<file path="config.mk">
export PLATFORM = sky130hd
export DESIGN_NAME = uart_tx_arbiter
export DESIGN_NICKNAME = d
export VERILOG_FILES = /design/src/rtl/uart_tx_arbiter.sv
export SDC_FILE = /design/constraint.sdc
export NUM_CORES = 1
export LEC_CHECK = 0
export ABC_AREA = 1
export BUFFER_PORTS_ARGS = -buffer_cell sky130_fd_sc_hd__buf_2
export CORE_MARGIN = 3
export CORE_UTILIZATION = 57
export CTS_CLUSTER_DIAMETER = 80
export DETAILED_ROUTE_END_ITERATION = 10
export GPL_TIMING_DRIVEN = 0
export PLACE_DENSITY = 0.89
export SLEW_MARGIN = 10
export SYNTH_ARGS = -nofsm -noshare
export SYNTH_HDL_FRONTEND = slang
export SYNTH_SLANG_ARGS = --single-unit
</file>
<file path="constraint.sdc">
create_clock -name i_Clock -period 5.1 [get_ports i_Clock]
set_input_delay 0.765 -clock i_Clock [delete_from_list [all_inputs] [get_ports i_Clock]]
set_output_delay 0.765 -clock i_Clock [all_outputs]
set_load 0.05 [all_outputs]
</file>
<file path="src/rtl/uart_tx_arbiter.sv">
// Round-robin arbiter sharing one UART transmitter among NUM_REQ byte requesters,
// with an optional post-byte guard gap and a completion watchdog.
module uart_tx_arbiter #(
  parameter int unsigned NUM_REQ      = 4,
  parameter int unsigned GAP_CLKS     = 0,
  parameter int unsigned TIMEOUT_CLKS = 4096
) (
  input  logic                       i_Clock,
  input  logic                       i_Rst_L,
  input  logic [NUM_REQ-1:0]         i_Req_DV,
  input  logic [8*NUM_REQ-1:0]       i_Req_Byte,
  output logic [NUM_REQ-1:0]         o_Req_Ack,
  output logic [NUM_REQ-1:0]         o_Req_Done,
  output logic                       o_TX_DV,
  output logic [7:0]                 o_TX_Byte,
  input  logic                       i_TX_Done,
  output logic [$clog2(NUM_REQ)-1:0] o_Grant_Id,
  output logic                       o_Busy,
  output logic                       o_Timeout
);

  localparam int unsigned GW           = $clog2(NUM_REQ);
  localparam int unsigned TW           = $clog2(TIMEOUT_CLKS + 1);
  localparam int unsigned CW           = (GAP_CLKS > 1) ? $clog2(GAP_CLKS) : 1;
  localparam int unsigned TIMEOUT_LAST = TIMEOUT_CLKS - 1;
  localparam int unsigned GAP_LAST     = (GAP_CLKS > 0) ? GAP_CLKS - 1 : 0;

  typedef enum logic [1:0] {
    S_IDLE      = 2'd0,
    S_WAIT_DONE = 2'd1,
    S_GAP       = 2'd2
  } state_e;

  state_e               state_q, state_d;
  logic [GW-1:0]        rr_q, rr_d;
  logic [TW-1:0]        timer_q, timer_d;
  logic [CW-1:0]        gap_q, gap_d;
  logic                 tx_dv_q, tx_dv_d;
  logic [7:0]           tx_byte_q, tx_byte_d;
  logic [NUM_REQ-1:0]   ack_q, ack_d;
  logic [NUM_REQ-1:0]   done_q, done_d;
  logic [GW-1:0]        grant_q, grant_d;
  logic                 busy_q, busy_d;
  logic                 timeout_q, timeout_d;

  logic [7:0]           req_bytes [NUM_REQ];
  logic                 found;
  logic [GW-1:0]        win;
  logic [GW-1:0]        win_next;

  for (genvar n = 0; n < NUM_REQ; n++) begin : g_unpack
    assign req_bytes[n] = i_Req_Byte[8*n +: 8];
  end

  // First requesting index at or after rr_q, wrapping past NUM_REQ-1 to 0.
  always_comb begin
    int unsigned idx;
    found = 1'b0;
    win   = '0;
    idx   = 0;
    for (int unsigned i = 0; i < NUM_REQ; i++) begin
      idx = 32'(rr_q) + i;
      if (idx >= NUM_REQ) idx = idx - NUM_REQ;
      if (!found && i_Req_DV[GW'(idx)]) begin
        found = 1'b1;
        win   = GW'(idx);
      end
    end
    win_next = (win == GW'(NUM_REQ - 1)) ? '0 : win + GW'(1);
  end

  always_comb begin
    state_d   = state_q;
    rr_d      = rr_q;
    timer_d   = timer_q;
    gap_d     = gap_q;
    tx_dv_d   = 1'b0;
    tx_byte_d = tx_byte_q;
    ack_d     = '0;
    done_d    = '0;
    grant_d   = grant_q;
    timeout_d = 1'b0;

    case (state_q)
      S_IDLE: begin
        if (found) begin
          tx_dv_d   = 1'b1;
          tx_byte_d = req_bytes[win];
          ack_d     = NUM_REQ'(1) << win;
          grant_d   = win;
          rr_d      = win_next;
          timer_d   = '0;
          state_d   = S_WAIT_DONE;
        end
      end
      S_WAIT_DONE: begin
        timer_d = timer_q + TW'(1);
        // A done arriving on the expiry edge still counts as a completion.
        if (i_TX_Done) begin
          done_d  = NUM_REQ'(1) << grant_q;
          gap_d   = '0;
          state_d = (GAP_CLKS == 0) ? S_IDLE : S_GAP;
        end else if (timer_q == TW'(TIMEOUT_LAST)) begin
          timeout_d = 1'b1;
          state_d   = S_IDLE;
        end
      end
      S_GAP: begin
        gap_d = gap_q + CW'(1);
        if (gap_q == CW'(GAP_LAST)) state_d = S_IDLE;
      end
      default: state_d = S_IDLE;
    endcase

    busy_d = (state_d != S_IDLE);
  end

  always_ff @(posedge i_Clock or negedge i_Rst_L) begin
    if (!i_Rst_L) begin
      state_q   <= S_IDLE;
      rr_q      <= '0;
      timer_q   <= '0;
      gap_q     <= '0;
      tx_dv_q   <= 1'b0;
      tx_byte_q <= '0;
      ack_q     <= '0;
      done_q    <= '0;
      grant_q   <= '0;
      busy_q    <= 1'b0;
      timeout_q <= 1'b0;
    end else begin
      state_q   <= state_d;
      rr_q      <= rr_d;
      timer_q   <= timer_d;
      gap_q     <= gap_d;
      tx_dv_q   <= tx_dv_d;
      tx_byte_q <= tx_byte_d;
      ack_q     <= ack_d;
      done_q    <= done_d;
      grant_q   <= grant_d;
      busy_q    <= busy_d;
      timeout_q <= timeout_d;
    end
  end

  assign o_TX_DV    = tx_dv_q;
  assign o_TX_Byte  = tx_byte_q;
  assign o_Req_Ack  = ack_q;
  assign o_Req_Done = done_q;
  assign o_Grant_Id = grant_q;
  assign o_Busy     = busy_q;
  assign o_Timeout  = timeout_q;

endmodule
</file>
Word level (Yosys, flattened, before mapping)
Index checks and enable logic that the tools add are counted.

cells by class
  reduce and logical (&&, ||, !) cells = 13
  magnitude comparators = 9
  shift operators = 2
  $add $sub $neg = 10
  multiplexer cells = 42
  bitwise operators = 1
  eq/ne operators = 6

operator list
  kind                     number
  $mux W2                  13
  $pmux W13 S2             1
  $bmux W8 S2              1
  $mux W4                  4
  $mux W8                  2
  $mux W1                  14
  $add A13 B1 Y13 const B  1
  $eq A13 B12 Y1 const B   1
  $mux W13                 1
  $ge A3 B3 Y1 const B     4
  $lt A2 B3 Y1 const B     4
  $bmux W1 S2              4
  $shl A1 B2 Y4 const A    2
  $sub A2 B1 Y2 const B    4
  $add A2 B2 Y3 const B    2
  $pmux W2 S3              1
  $reduce_and A2 Y1        3
  $reduce_bool A2 Y1       3
  $eq A2 B2 Y1 const B     2
  $ne A2 B2 Y1 const B     2
  $add A2 B1 Y3 const B    1
  $ge A2 B3 Y1 const B     1
  $logic_and A1 B1 Y1      3
  $logic_not A1 Y1         3
  6 further kinds          6

storage, ports and cells
  word-level logic and storage cells = 94
  output and inout bits = 21
  register bits after elaboration = 39

Logic depth before layout (Yosys ltp)
  depth after elaboration = 18
  depth in mapped cells = 15
  depth with buffers taken out = 14

Least setup slack after synthesis
No wires, ideal clock.

  path kind = input to register
  start point = input i_Req_DV[3]
  end point = register rr_q[1]
  stages = 11
  library setup time = 126 ps
  required time = 4974 ps
  arrival = 1981 ps
  setup slack = 2993 ps
  path through = inv_1 > nand2_1 > nand3_1 > nand2_2 > nor2_4 > nand3_4 > nand3_4 > inv_2 > ha_1 > nand2_1 > o21ai_0

on the way
  cells in the longest elaborated chain, start to end = 14

ends and longest elaborated chain
  what                                           line  source
  from (decl)                                    10    input logic [NUM_REQ-1:0] i_Req_DV,
  $bmux W1 S2                                    64    if (!found && i_Req_DV[GW'(idx)]) begin
  $mux W1 (implied by the code)                  64
  $mux W1                                        64
  $logic_not A1 Y1                               64
  $logic_and A1 B1 Y1                            64
  $mux W1                                        64
  $logic_not A1 Y1                               64
  $logic_and A1 B1 Y1                            64
  $mux W1                                        64
  $logic_not A1 Y1                               64
  $logic_and A1 B1 Y1                            64
  $mux W2 (*)                                    64
  named net win[0]                               48    logic [GW-1:0] win;
  $add A2 B1 Y2 or $eq A2 B2 Y1 (tied branches)  69    win_next = (win == GW'(NUM_REQ - 1)) ? '0 : win + GW'(1);
  $mux W2 (*)                                    69
  named net win_next[1]                          49    logic [GW-1:0] win_next;
  to (signal assigned)                           133   rr_q <= rr_d;
  to (decl)                                      35    logic [GW-1:0] rr_q, rr_d;

The timed path passes the listed nets; every way through them passes the cells marked *. The select of a mux whose other input is x is not followed.
A chain may end at the register's enable or synchronous reset.

Final worst setup path
  start point = input i_Req_DV[3]
  end point = register tx_byte_q[2], in the netlist o_TX_Byte[2]

on the way
  cells in the longest elaborated chain, start to end = 16

ends and longest elaborated chain
  what                                            line  source
  $bmux W1 S2                                     64
  $mux W1 (implied by the code)                   64
  $mux W1                                         64
  $logic_not A1 Y1                                64
  $logic_and A1 B1 Y1                             64
  $mux W1                                         64
  $logic_not A1 Y1                                64
  $logic_and A1 B1 Y1                             64
  $mux W1                                         64
  $logic_not A1 Y1                                64
  $logic_and A1 B1 Y1                             64
  $mux W2 (*)                                     64
  named net win[1]                                48
  $not A2 Y3 (implied by the code) (*)            88    tx_byte_d = req_bytes[win];
  $bmux W8 S2 (*)                                 88
  $mux W8 (implied by the code) (*) (2 in a row)  88
  to (signal assigned)                            137   tx_byte_q <= tx_byte_d;
  to (decl)                                       39    logic [7:0] tx_byte_q, tx_byte_d;

Marked as above.

==> summary.md <==
| Metric | Value |
|---|---|
| Status | `finished clean` |
| Critical-path cell list | `buf_2 > inv_1 > nand2_1 > nand3_1 > nand2_2 > nor2_4 > nand3_1 > nand2_2 > inv_2 > nor2_1 > nand2_1 > nand3_1` |
| Vias in the first global route | `2060` |
| Post-synthesis sequential area ratio | `between 40% and 50%` |
| Top delay family on crit path | `simple AND/OR/NAND/NOR gates` |
| Worst r2r src | `rr_q[0]` |
| Worst Path Max Fanout | `8` |
| Layout cells sized above 1 | `24.3%` |
| Layout net count | `418` |
| Slowest stage delay, CP | `~0.38 ns` |
| Drt first pass iters | `5` |
| Crit end category | `flop` |
| Maximum vdd ir drop | `0.447 mV` |
| Async S/R FF share, synth | `100%` |
| Row cnt | `22` |
| Synthesized instance count | `308` |
| Num CTS Buffers | `5` |
| Hold Crit Depth | `1` |
| Antenna violations before repair | `0` |
| TritonCTS sink count | `39` |
| Avg Vias per Cell | `5.20` |
| R2R Setup Slk | `~3.0 ns` |
| # H-tree levels | `2` |
| Hold Startpoint | `timer_q[9]` |
| Hold Fails Final Rpt | `0` |
| Worst path bufs/invs | `3` |
| Pre-CTS WS | `between 2 and 3 ns` |
| DR vias | `~2200` |
| Worst-Margin Slew | `0.829 ns` |
| Max-slew violation count | `0` |
| CTS tree | `yes` |
| Ant. Diodes | `0` |
| Reg-to-reg endpoint | `o_TX_Byte[2]` |
| Syn nets | `352` |
| Clk buf depth | `2` |
| Crit share post-route | `41.8%` |
| ANT nets after route | `0` |
| Largest net degree at the start of global routing | `40` |
| RSZ-0062 raised after global routing | `false` |
| Cells on worst reg2reg path | `12` |
| DIE WIDTH | `just under 70 um` |
| PortBufs | `59` |
| Hold crit path type | `reg -> reg` |
| Pwr Density | `756 mW/mm^2` |
| Initial Utilization | `60.1%` |
| Setup bufs post-CTS | `0` |
| DR WL/cell | `12.1 um` |
| Rel. slew slack | `44.7%` |
| Post-synth EDFFs | `0` |
| Max stage delay cell, worst path | `nor2_1` |
| Worst Setup Start Kind | `input port` |
| Total GRT Usage | `23.9%` |
| Achievable Freq | `469 MHz` |
| Reg clk slew, reported paths | `around 0.080 ns` |
| WS Path Type | `in -> reg` |
| Syn Std Cell Area | `0.00225 mm^2` |
| Routed WL | `5100 um` |
| Gpl congestion | `0.802` |
| Post_cts resized | `0` |
| Total gr overflow | `0` |
| Minimum clock period | `2.13 ns` |
| HPWL after DPL | `3820 um` |
| Area Overhead vs Synth | `21.7%` |
| Final worst slack | `2.97 ns` |
| TNS Setup | `0 ns` |
| Library cells used by synthesis | `31` |
| Synth warn | `0` |
| I/O pins | `60` |
| Final hold slack | `0.489 ns` |
| Data required time of the critical path | `around 5.3 ns` |
| Max Cap Violations | `0` |
| Worst EP arrival | `between 2 and 2.5 ns` |
| WHS Endpoint | `timer_q[9]` |
| CORE AREA | `around 0.0037 mm^2` |
| Latest clock arrival within the worst-skew pair | `about 0.29 ns` |
| Die area | `0.00474 mm^2` |
| Remaining DRCs | `0` |
| Leak | `1.56 nW` |
| Fill cell total of the finished layout | `304` |
| Cts hold-fix bufs | `0` |
| Root buf cell | `clkbuf_8` |
| Setup-failing EPs final | `0` |
| Die Span Y | `68.8 um` |
| Worst path most repeated cell | `nand3_1` |
| Clock Skew | `0.00778 ns` |
| Seq cells post-synth | `39` |
| Synth Area per Inst | `between 7 and 8 um^2` |
| First-pass GRT wire length | `about 8500 um` |
| Most frequently used flop master after synthesis | `dfrtp_1` |
| Initial drt markers | `124` |
cell type report:
class / count / area [um^2] / share of cell area (%)
clock inverter: 2 / 60.1 / 2.19
sequential: 39 / 976 / 35.6
clock buffer: 6 / 72.6 / 2.65
timing repair buffer: 59 / 295 / 10.8
inverter: 45 / 174 / 6.35
tap: 48 / 60.1 / 2.19
multi-input combinational: 219 / 1060 / 38.8
buffer: 5 / 38.8 / 1.42
worst max path at each step:
stage	startpoint	slack, ns	to	cells after the start
CTS	i_Req_DV[3]	2.99	o_TX_Byte[2]	12
global placement	i_Req_DV[1]	2.74	rr_q[1]	12
floorplan	i_Req_DV[3]	2.99	rr_q[1]	11
detailed placement	i_Req_DV[3]	2.67	o_TX_Byte[2]	12
finish	i_Req_DV[3]	2.97	o_TX_Byte[2]	12
global route	i_Req_DV[3]	2.78	o_TX_Byte[3]	12
metal layers:
layer | part of all wire, % | up-vias | routed length [um] | GRT usage (%)
li1 | - | 1097 | - | -
met1 | 42 | 1018 | 2160 | 28.9
met2 | 50 | 72 | 2550 | 42.0
met3 | 6.0 | 11 | 307 | 5.19
met4 | 1.5 | 0 | 79 | 7.79
met5 | 0 | - | 0 | 0
metrics by stage:
stage / area [um^2] / utilization (%) / power [mW] / std cells
3_5_place_dp: 2610 / 69.6 / 1.76 / 415
3_3_place_gp: 2610 / 69.6 / 1.72 / 415
6_report: 2740 / 73.1 / 2.07 / 423
4_1_cts: 2740 / 73.1 / 2.08 / 423
2_1_floorplan: 2250 / - / 1.48 / 308
5_1_grt: 2740 / 73.1 / 2.24 / 423
where the power goes:
group	internal [mW]	total, mW	switching, mW
logic	0.380	1.31	0.927
clock network	0.196	0.303	0.108
registers	0.405	0.460	0.0553
placed cells by master, fill, tap and decap left out, types with 5 or more instances in the layout:
master / instances
inv_2: 5
inv_1: 39
ha_1: 5
nand3_1: 33
buf_2: 60
nor3_1: 5
nand2_1: 107
a21oi_1: 10
clkbuf_8: 5
dfrtp_1: 39
nand2_2: 8
nand4_1: 8
nor2_1: 20
o21ai_0: 6
sequential cells by signal, summed over array words and instances, names as in the netlist:
name        cells
timer_q        13
o_TX_Byte       8
o_Req_Ack       4
o_Req_Done      4
o_Grant_Id      2
rr_q            2
state_q         2
gap_q           1
o_Busy          1
o_TX_DV         1
o_Timeout       1
kinds of logic (layout without fill, tap and decap cells):
kind of cell / count (synthesis) / count (layout) / share of synthesized area, %
AND/OR/NAND/NOR: 189 / 189 / 37.9
buffers and inverters: 50 / 117 / 9.45
flip-flops: 39 / 39 / 43.4
AO/OA/AOI/OAI: 23 / 23 / 5.73
adder cells (fa/ha/maj): 5 / 5 / 2.78
XOR/XNOR: 2 / 2 / 0.779
cell usage after synthesis (all sizes together) (2+ instances only):
| cell type | count | area share, % |
|---|---|---|
| a21oi | 10 | 2.2 |
| buf | 4 | 1.6 |
| dfrtp | 39 | 43 |
| ha | 5 | 2.8 |
| inv | 45 | 7.7 |
| nand2 | 115 | 20 |
| nand3 | 36 | 9.3 |
| nand4 | 8 | 2.2 |
| nor2 | 23 | 4.4 |
| nor3 | 6 | 1.6 |
| o21ai | 7 | 1.6 |
| o22ai | 2 | 0.56 |
No activity file was read; power rests on OpenSTA's default activity.
